### config.mk
export PLATFORM = sky130hd
export DESIGN_NAME = fmac_rxfifo_wr_arb
export DESIGN_NICKNAME = d
export VERILOG_FILES = /design/src/rtl/fmac_rxfifo_wr_arb.sv
export SDC_FILE = /design/constraint.sdc
export NUM_CORES = 1
export LEC_CHECK = 0
export CORE_ASPECT_RATIO = 0.75
export CORE_UTILIZATION = 35
export DETAILED_ROUTE_END_ITERATION = 8
export PLACE_DENSITY = 0.69
export SYNTH_ARGS = -nofsm -noshare
export SYNTH_HDL_FRONTEND = slang
export SYNTH_SLANG_ARGS = --single-unit
### constraint.sdc
create_clock -name clk -period 4.7 [get_ports clk]
set_input_delay 0.47 -clock clk [delete_from_list [all_inputs] [get_ports clk]]
set_output_delay 0.47 -clock clk [all_outputs]
set_load 0.02 [all_outputs]
### src/rtl/fmac_rxfifo_wr_arb.sv
// fmac_rxfifo_wr_arb: frame-level round-robin write arbiter in front of one
// shared FIFO. A port gets a grant for a whole frame only when the FIFO has
// room for its declared length. Words reach the FIFO through one register stage.
module fmac_rxfifo_wr_arb #(
  parameter int DEPTH = 4096,
  parameter int PTR   = 12,
  parameter int WIDTH = 64
) (
  input  logic             clk,
  input  logic             srst,
  input  logic             req0,
  input  logic             req1,
  input  logic [8:0]       len0,
  input  logic [8:0]       len1,
  input  logic             valid0,
  input  logic             valid1,
  input  logic [WIDTH-1:0] data0,
  input  logic [WIDTH-1:0] data1,
  input  logic             eop0,
  input  logic             eop1,
  output logic             ready0,
  output logic             ready1,
  output logic             fifo_wrreq,
  output logic [WIDTH-1:0] fifo_data,
  input  logic             fifo_wrfull,
  input  logic [PTR:0]     fifo_wrusedw,
  output logic [1:0]       gnt,
  output logic [15:0]      frm_cnt0,
  output logic [15:0]      frm_cnt1,
  output logic             err_len0,
  output logic             err_len1,
  output logic             err_full
);

  typedef enum logic [1:0] {ST_IDLE, ST_GNT0, ST_GNT1, ST_SETTLE} state_t;

  localparam logic [PTR:0] LP_DEPTH = (PTR+1)'(DEPTH);

  // A length field of 0 stands for a maximum-size frame of 512 words.
  function automatic logic [9:0] eff_len(input logic [8:0] len);
    return (len == 9'd0) ? 10'd512 : {1'b0, len};
  endfunction

  state_t           r_state;
  state_t           w_state_nxt;
  logic             r_rr;
  logic             r_settle;
  logic [9:0]       r_wc;
  logic             r_wrreq;
  logic [WIDTH-1:0] r_data;
  logic [15:0]      r_cnt0;
  logic [15:0]      r_cnt1;
  logic             r_err_len0;
  logic             r_err_len1;
  logic             r_err_full;
  logic             r_full_d;

  logic [9:0]       w_len0;
  logic [9:0]       w_len1;
  logic [PTR:0]     w_len0_x;
  logic [PTR:0]     w_len1_x;
  logic [PTR:0]     w_free;
  logic             w_elig0;
  logic             w_elig1;
  logic             w_gnt0;
  logic             w_gnt1;
  logic             w_in_gnt0;
  logic             w_in_gnt1;
  logic             w_acc0;
  logic             w_acc1;
  logic             w_last;
  logic             w_end0;
  logic             w_end1;

  assign w_len0   = eff_len(len0);
  assign w_len1   = eff_len(len1);
  assign w_len0_x = {{(PTR-9){1'b0}}, w_len0};
  assign w_len1_x = {{(PTR-9){1'b0}}, w_len1};

  // Occupancy never exceeds DEPTH, so this subtraction cannot wrap.
  assign w_free   = LP_DEPTH - fifo_wrusedw;
  assign w_elig0  = req0 & (w_len0_x <= w_free);
  assign w_elig1  = req1 & (w_len1_x <= w_free);

  assign w_in_gnt0 = (r_state == ST_GNT0);
  assign w_in_gnt1 = (r_state == ST_GNT1);
  assign ready0    = w_in_gnt0 & ~fifo_wrfull;
  assign ready1    = w_in_gnt1 & ~fifo_wrfull;
  assign w_acc0    = valid0 & ready0;
  assign w_acc1    = valid1 & ready1;

  // A frame ends on eop or on its last declared word, whichever comes first.
  assign w_last = (r_wc == 10'd1);
  assign w_end0 = w_acc0 & (eop0 | w_last);
  assign w_end1 = w_acc1 & (eop1 | w_last);

  // Arbitration and frame sequencing; the preferred port is never bypassed while it requests.
  always_comb begin
    w_state_nxt = r_state;
    w_gnt0      = 1'b0;
    w_gnt1      = 1'b0;
    case (r_state)
      ST_IDLE: begin
        if (!r_rr) begin
          if (req0) w_gnt0 = w_elig0;
          else      w_gnt1 = w_elig1;
        end else begin
          if (req1) w_gnt1 = w_elig1;
          else      w_gnt0 = w_elig0;
        end
        if (w_gnt0)      w_state_nxt = ST_GNT0;
        else if (w_gnt1) w_state_nxt = ST_GNT1;
      end
      ST_GNT0:   if (w_end0) w_state_nxt = ST_SETTLE;
      ST_GNT1:   if (w_end1) w_state_nxt = ST_SETTLE;
      ST_SETTLE: if (r_settle) w_state_nxt = ST_IDLE;
      default:   w_state_nxt = ST_IDLE;
    endcase
  end

  // Control state: FSM, round-robin pointer, remaining-word counter, two-cycle settle timer.
  always_ff @(posedge clk) begin
    if (srst) begin
      r_state  <= ST_IDLE;
      r_rr     <= 1'b0;
      r_settle <= 1'b0;
      r_wc     <= 10'd0;
    end else begin
      r_state  <= w_state_nxt;
      r_settle <= (r_state == ST_SETTLE) & ~r_settle;
      if (w_gnt0) begin
        r_rr <= 1'b1;
        r_wc <= w_len0;
      end else if (w_gnt1) begin
        r_rr <= 1'b0;
        r_wc <= w_len1;
      end else if (w_acc0 | w_acc1) begin
        r_wc <= r_wc - 10'd1;
      end
    end
  end

  // Registered write into the FIFO: accepted word at t appears on the FIFO port at t+1.
  always_ff @(posedge clk) begin
    if (srst) begin
      r_wrreq <= 1'b0;
      r_data  <= '0;
    end else begin
      r_wrreq <= w_acc0 | w_acc1;
      if (w_acc1)      r_data <= data1;
      else if (w_acc0) r_data <= data0;
    end
  end

  // Per-port frame counters and one-cycle debug error pulses.
  always_ff @(posedge clk) begin
    if (srst) begin
      r_cnt0     <= 16'd0;
      r_cnt1     <= 16'd0;
      r_err_len0 <= 1'b0;
      r_err_len1 <= 1'b0;
      r_full_d   <= 1'b0;
      r_err_full <= 1'b0;
    end else begin
      if (w_end0) r_cnt0 <= r_cnt0 + 16'd1;
      if (w_end1) r_cnt1 <= r_cnt1 + 16'd1;
      r_err_len0 <= w_end0 & ~eop0;
      r_err_len1 <= w_end1 & ~eop1;
      r_full_d   <= fifo_wrfull;
      r_err_full <= fifo_wrfull & ~r_full_d & (w_in_gnt0 | w_in_gnt1);
    end
  end

  assign gnt        = {w_in_gnt1, w_in_gnt0};
  assign fifo_wrreq = r_wrreq;
  assign fifo_data  = r_data;
  assign frm_cnt0   = r_cnt0;
  assign frm_cnt1   = r_cnt1;
  assign err_len0   = r_err_len0;
  assign err_len1   = r_err_len1;
  assign err_full   = r_err_full;

endmodule
-- Word level (Yosys, flattened, before mapping)
Cells that the tools add are included.
- bits in registers: 115
- input port bits: 168
- word-level logic and storage cells: 80
- add/sub/neg operators: 4
- $lt $le $gt $ge: 2
- equal/unequal tests: 8
- muxes and demuxes: 25
- bitwise operators: 22
- reductions and logical operators: 7
- operator list (kind ; number):
    $mux 64 ; 2
    $mux 10 ; 5
    $add 16x1->16 const B ; 2
    $le 10x13->1 ; 2
    $logic_not 9->1 ; 2
    $and 1x1->1 ; 13
    $sub 13x13->13 const A ; 1
    $mux 1 ; 12
    $eq 10x1->1 const B ; 1
    $mux 2 ; 5
    $sub 10x1->10 const B ; 1
    $pmux 2 s4 ; 1
    $not 1->1 ; 5
    $eq 2x2->1 const B ; 2
    $ne 2x1->1 const B ; 2
    $or 1x1->1 ; 4
    $reduce_and 4->1 ; 1
    $reduce_bool 2->1 ; 2
    $ne 3x1->1 const B ; 1
    $reduce_bool 3->1 ; 1
    $eq 2x1->1 const B ; 1
    $logic_not 2->1 ; 1
    $ne 2x2->1 const B ; 1

-- Logic depth before layout (Yosys ltp)
Gate-level depths: netlist of the first run.
- depth in word-level cells: 10
- depth in mapped cells: 16

-- Worst setup path before layout of the first run
No wires, ideal clock.
- path type: input to register
- start: in fifo_wrusedw[0]
- end: reg r_wc[2]
- setup time: 0.130 ns
- arrival time: 3.273 ns
- data required time: 4.570 ns
- slack: 1.297 ns
- stages: 15
- cell sequence: inv_1 > ha_1 > or3b_1 > buf_6 > nor2_1 > xor2_1 > ha_1 > a2111oi_0 > o21ai_0 > o32ai_1 > a31o_2 > o311ai_4 > mux2_2 > mux2i_1 > nor2_1
- word-level cells in the longest chain between the ends: 9
- elaborated cells on any way between the ends: 18
- classes of those cells: add/sub: 1; order compare: 2; mux: 12; bitwise: 2; reduce/logical: 1
- ends and longest elaborated chain (item ; RTL line ; source):
    from (decl) ; 26 ; input logic [PTR:0] fifo_wrusedw,
    $sub 13x13->13 (*) ; 81 ; assign w_free = LP_DEPTH - fifo_wrusedw;
    $le 10x13->1 ; 83 ; assign w_elig1 = req1 & (w_len1_x <= w_free);
    $and 1x1->1 ; 83 ;
    $mux 1, on equally long branches ; 105, 108 ;
    $mux 1 ; 104 ; if (!r_rr) begin
    $mux 1 (2 in a row) ; 102 ; case (r_state)
    $mux 10 ; 134 ; end else if (w_gnt1) begin
    $mux 10 ; 131 ; if (w_gnt0) begin
    to (signal assigned) ; 133 ; r_wc <= w_len0;
    to (signal assigned) ; 136 ; r_wc <= w_len1;
    to (signal assigned) ; 138 ; r_wc <= r_wc - 10'd1;
    to (decl) ; 48 ; logic [9:0] r_wc;
Mark *: on every way between the ends. The rest lies on a longest branch, timed or not. The select of a mux whose other input is x is not followed.
A chain may end at the register's enable or synchronous reset.

-- Worst setup path after layout of the first run
- start: in fifo_wrusedw[0]
- end: reg r_wc[1]
The elaborated chain is that of the path after synthesis.

==> flow_summary.yaml, run 1 <==
floorplan:
  start_util: 0.359
  die-area_um2: 17800
  core_area_um2: 16800
  num_rows: 41
  die_w_um: 154
  io_pins: 272
  die_h_um: 116
worst_setup_path:
  crit_fanout: 10
  crit_path_end_kind: "register"
  worst_ep_arrival_time_ns: 4.17
  ff2ff_path_depth: 10
  path_class: "in -> reg"
  r2r_start: "r_state[0]"
  timing.rr.end: "r_wc[9]"
  reg2reg_slack_ns: 1.81
  cp-start-kind: "primary input"
  crit_start: "fifo_wrusedw[0]"
  cp.required_ns: 5.02
cts:
  cts_tree: "yes"
  clock-sinks: 115
  cts_root_buffer: "clkbuf_16"
  clkTransAtPathRegs_ns: 0.06
  post_cts_buffers: 0
  numCtsBuffers: 17
  ctsResizeCount: 0
  htreeDepth: 4
  worstSkewPairLatency_ns: 0.40
  clock_path_buffers: 2
  cts_hold_buf: 0
timing:
  rsz0062_at_grt: "false"
  final.setup.tns_ns: 0
  clock_skew_ns: 0.0101
  final_max_slew_viol_count: 0
  finalCritPeriodShare: 0.821
  hold_viol: 0
  fin_crit_ns: 3.86
  worst_pin_slew_ns: 0.872
  setup_viol: 0
  fmax_mhz: 259
  relSlewSlack: 0.419
grt:
  grt_pass1_vias: 5623
  antenna_found_initial: 1
  grt_pass1_wl_um: 30200
  grt_max_degree: 89
  gr-total-overflow: 0
  grt_use_total: 0.216
pwr:
  p_int_mw: 2.54
  combPwrFrac: 0.323
  power.density_nw_per_um2: 397
  seq_power_share: 0.321
  finalPower_mw: 3.73
  p_sw_mw: 1.19
  power_frac_clock: 0.356
  swShare: 0.319
  leakagePower_nw: 3.50
  ir_drop_mv: 0.240
routing:
  routedWlPerCell_um: 16.1
  ant_nets: 0
  viasPerCell: 5.07
  totalWireLength_um: 19500
  drc_errors: 0
  dr.pass1.iters: 5
  drt_iter0_drc: 380
  num_vias: 6141
worst_hold_path:
  hold-path-endpoint: "fifo_data[30]"
  hp-class: "reg -> reg"
  hold_depth: 2
  hold_start: "fifo_data[30]"
logic_synthesis:
  syn-num-nets: 944
  synth_flop_cell: "dfxtp_1"
  synth.distinct_cells: 59
  seq_area_frac_synth: 0.381
  synth_edf_count: 0
  synth-seq-cells: 115
  avgSynthCellArea_um2: 8.07
  yosys_warnings: 0
  async_reset_ff_frac: 0
  syn_area_um2: 6040
  postSynthCellCount: 748
layout:
  regArea_um2: 2300
  syn_to_final_growth_pct: 55.8
  final_common_cell: "clkdlybuf4s50_1"
  fill_cells: 1560
  drive_above_1_share: 0.0572
  final_cell_mix: "clkdlybuf4s50_1, nand2_1, nor2_1, dfxtp_1, a311oi_1"
  multi_input_area_um2: 3420
  antennaDiodeCount: 0
  finalNetCount: 1179
run:
  drv_cap: 0
place:
  hpwl_um: 14300
  place_congestion: 0.930
  portBuffers: 271
run_status:
  outcome: "completed"
-- how the worst max path moves through the flow --
stage,slack (ns),to,cells past startpoint
after floorplan,1.30,r_wc[2],15
after global placement,0.56,r_wc[1],16
after detailed placement,0.46,r_wc[1],16
after CTS,0.86,r_wc[1],16
after global routing,0.47,r_wc[1],16
final,0.84,r_wc[1],16
-- routing by layer --
metal / routed length [um] / GRT usage / vias up / share of wire
li1: - / - / 3079 / -
met1: 9220 / 0.292 / 2826 / 0.47
met2: 8460 / 0.325 / 214 / 0.43
met3: 1510 / 0.0726 / 20 / 0.078
met4: 257 / 0.0653 / 2 / 0.013
met5: 11 / 0 / - / 0.00057
-- critical path: stages --
cell             delay (ns)
clkdlybuf4s50_1        0.49
inv_1                  0.09
ha_1                   0.17
or3b_1                 0.39
nor2_1                 0.15
xor2_1                 0.21
ha_1                   0.30
a2111oi_0              0.55
o21ai_0                0.17
o32ai_1                0.27
a31o_2                 0.21
o311ai_4               0.11
buf_4                  0.23
nand2_1                0.08
o21ai_2                0.05
a211oi_2               0.22
-- cell families after synthesis --
family	after synthesis	synth area share
and+or+nand+nor	352	0.254
AOI/OAI and AO/OA	120	0.164
DFF	115	0.381
buffers and inverters	76	0.0543
xor gates and xnor gates	44	0.0661
adders and majority gates	28	0.0580
muxes	13	0.0222
-- sequential cells by signal (all words and copies together), names as in the netlist, 2 cells and up --
| signal | cells |
|---|---|
| frm_cnt1 | 16 |
| r_wc | 10 |
| fifo_data | 64 |
| frm_cnt0 | 16 |
| r_state | 2 |
-- cell usage after synthesis, drive strengths merged, types with 4 or more instances --
cell type	count	area, um2
nand2b	5	38.8
o211ai	4	30.0
nor2b	5	31.3
nand2	156	586
and3	10	62.6
xnor2	15	131
nand4	9	56.3
a21oi	9	45.0
nor2	119	449
o21ai	10	57.6
or4	4	30.0
o2bb2ai	6	52.6
dfxtp	115	2300
and4	4	35.0
mux2i	10	100
nand3	12	60.1
inv	15	56.3
o31ai	5	37.5
ha	28	350
buf	10	80.1
a211oi	5	47.5
nor3	8	40.0
nor4	5	31.3
a311oi	64	561
xor2	28	245
clkbuf	51	191
-- power groups by stage --
stage	clock network, mW	registers [mW]	logic [mW]
CTS	1.35	1.20	1.21
global placement	0	1.21	1.20
detailed placement	0	1.21	1.20
floorplan	0	1.31	0.620
finish	1.33	1.20	1.21
global route	1.40	1.21	1.31
-- metrics by stage --
stage / instance area (um2) / setup slack, ns / hold slack [ns] / cells / utilization
4_1_cts: 9400 / 0.864 / 0.481 / 1211 / 0.559
3_5_place_dp: 8800 / 0.461 / 0.472 / 1179 / 0.523
3_3_place_gp: 8800 / 0.561 / 0.469 / 1179 / 0.523
2_1_floorplan: 6040 / 1.30 / 0.450 / 748 / -
6_report: 9400 / 0.843 / 0.479 / 1211 / 0.559
5_1_grt: 9400 / 0.475 / 0.497 / 1211 / 0.559
-- final cells by class --
type / instances / share of cell area
Clock inverter: 12 / 0.0165
Timing Repair Buffer: 277 / 0.293
Tap cell: 215 / 0.0286
Inverter: 15 / 0.00599
Clock buffer: 20 / 0.0475
Sequential cell: 115 / 0.245
Multi-Input combinational cell: 557 / 0.363
No activity file was read; power rests on OpenSTA's default activity.
==> run 2, diff against run 1 <==
--- a/config.mk
+++ b/config.mk
@@ -8,7 +8,7 @@
 export CORE_ASPECT_RATIO = 0.75
 export CORE_UTILIZATION = 35
 export DETAILED_ROUTE_END_ITERATION = 8
-export PLACE_DENSITY = 0.69
+export PLACE_DENSITY = 0.72
 export SYNTH_ARGS = -nofsm -noshare
 export SYNTH_HDL_FRONTEND = slang
 export SYNTH_SLANG_ARGS = --single-unit
==> constraint.sdc (replaced) <==
create_clock -name clk -period 3.17 [get_ports clk]
set_input_delay 0.317 -clock clk [delete_from_list [all_inputs] [get_ports clk]]
set_output_delay 0.317 -clock clk [all_outputs]
set_load 0.02 [all_outputs]
==> run 2 against run 1 <==
Non-clock buffer count grew 47; flip-flop and latch count is the same; final cell count grew 3.8%; total power grew 46%; count of clock-buffer cells in the layout grew 2; first-iteration DRC count shrank 3.2%; largest power group is now combinational cells.
==> flow_summary.yaml, run 2 (synthesis gave the netlist of run 1 again) <==
place:
  place_ws_ns: -0.657
  place_congestion: 0.909
  hpwl_um: 14300
  portBuffers: 271
  place_area_um2: 9140
layout:
  design_area_um2: 9830
  drive_above_1_share: 0.114
  multi_input_area_um2: 3520
  fill_cells: 1517
  syn_to_final_growth_pct: 62.8
  final_cell_mix: "clkdlybuf4s50_1, nand2_1, nor2_1, dfxtp_1, a311oi_1"
  final_common_cell: "clkdlybuf4s50_1"
  finalNetCount: 1226
  antennaDiodeCount: 0
  fin_util: 0.584
  regArea_um2: 2300
  largest_reg_flops: 64
routing:
  num_vias: 6320
  totalWireLength_um: 19600
  routedWlPerCell_um: 15.6
  drc_errors: 0
  drt_iter0_drc: 368
  dr.pass1.iters: 4
  viasPerCell: 5.03
  ant_nets: 0
timing:
  final_max_slew_viol_count: 0
  setup_ws_ns: 0.0637
  worst_pin_slew_ns: 0.722
  clock_skew_ns: 0.00918
  finalCritPeriodShare: 0.980
  fin_crit_ns: 3.11
  relSlewSlack: 0.506
  setup_viol: 0
  rsz0062_at_grt: "true"
  hold_viol: 0
  fmax_mhz: 322
cts:
  worstSkewPairLatency_ns: 0.41
  htreeDepth: 4
  cts_root_buffer: "clkbuf_16"
  cts_tree: "yes"
  clkTransAtPathRegs_ns: 0.05
  clock-sinks: 115
  clock_path_buffers: 2
  numCtsBuffers: 17
  cts_hold_buf: 0
worst_setup_path:
  slowest_delay_ns: 0.41
  timing.rr.end: "frm_cnt1[8]"
  crit_fanout: 5
  crit_start: "fifo_wrusedw[0]"
  cp-start-kind: "primary input"
  crit_path_end_kind: "register"
  r2r_start: "r_wc[0]"
  path_cells: "clkdlybuf4s15_1, inv_1, ha_2, or3b_4, buf_6, xnor2_2, ha_1, nand4_1, a21oi_2, o32ai_2, a31o_2, o311ai_4, mux2_4, mux2i_1, nor2_1"
  cp.required_ns: 3.44
  endpoint: "r_wc[4]"
  cp_slowest_cell: "or3b_4"
  reg2reg_slack_ns: 0.41
  path_class: "in -> reg"
  ff2ff_path_depth: 9
  worst_ep_arrival_time_ns: 3.38
grt:
  grt_use_total: 0.216
  grt_max_degree: 129
  antenna_found_initial: 0
  grt_pass1_wl_um: 30200
  grt_pass1_vias: 5748
  gr-total-overflow: 0
floorplan:
  num_rows: 41
  start_util: 0.359
  core_area_um2: 16800
  die_w_um: 154
  die-area_um2: 17800
  die_h_um: 116
  io_pins: 272
run:
  drv_cap: 0
worst_hold_path:
  hp-class: "in -> reg"
pwr:
  power.density_nw_per_um2: 554
  ir_drop_mv: 0.291
  leakagePower_nw: 3.76
  finalPower_mw: 5.45
run_status:
  outcome: "completed"
-- run 2: power by group --
group | switching (mW) | internal (mW)
registers | 0.124 | 1.65
clock network | 0.680 | 1.11
logic | 0.960 | 0.927
-- run 2: timing repair --
action / 4_1_cts / 5_1_grt
setup endpoints to repair: 13 / 12
gates resized for setup: 24 / 10
buffers inserted: 6 / 0
pin swaps: 13 / 8
-- run 2: per-layer routing --
layer,GRT usage,vias to the layer above,part of all wire
met1,0.290,2917,0.47
met4,0.0627,0,0.011
met2,0.335,216,0.45
li1,-,3170,-
met3,0.0628,17,0.070
met5,0,-,0
-- run 2: layout make-up --
type                       instances  area share
sequential                       115       0.234
timing repair buffer             324       0.318
tap                              215      0.0274
multi-input combinational        557       0.359
clock inverter                     9     0.00840
clock buffer                      22      0.0472
inverter                          15     0.00573
-- run 2: worst min path at each step --
stage,from,end,slack (ns),depth (start not counted)
floorplan,eop0,err_len0,0.39,1
global placement,fifo_data[32],fifo_data[32],0.47,2
detailed placement,fifo_data[62],fifo_data[62],0.47,2
CTS,srst,r_wc[2],0.40,2
global route,srst,r_wc[3],0.41,2
finish,srst,r_wc[2],0.41,2
-- run 2: metrics by stage --
stage               hold slack (ns)  TNS (ns)  std cells
floorplan                     0.393         0        748
global placement              0.468     -6.73       1220
detailed placement            0.469     -7.74       1220
CTS                           0.404         0       1257
global route                  0.413    -0.100       1257
finish                        0.413         0       1257
-- run 2: worst max-delay path, delay by kind of cell --
kind | cells | cell delay, ns
multiplexers | 2 | 0.50
adder cells (fa/ha/maj) | 2 | 0.45
AO/OA/AOI/OAI | 4 | 0.94
buffers and inverters | 3 | 0.42
AND/OR/NAND/NOR | 3 | 0.61
XOR/XNOR | 1 | 0.13
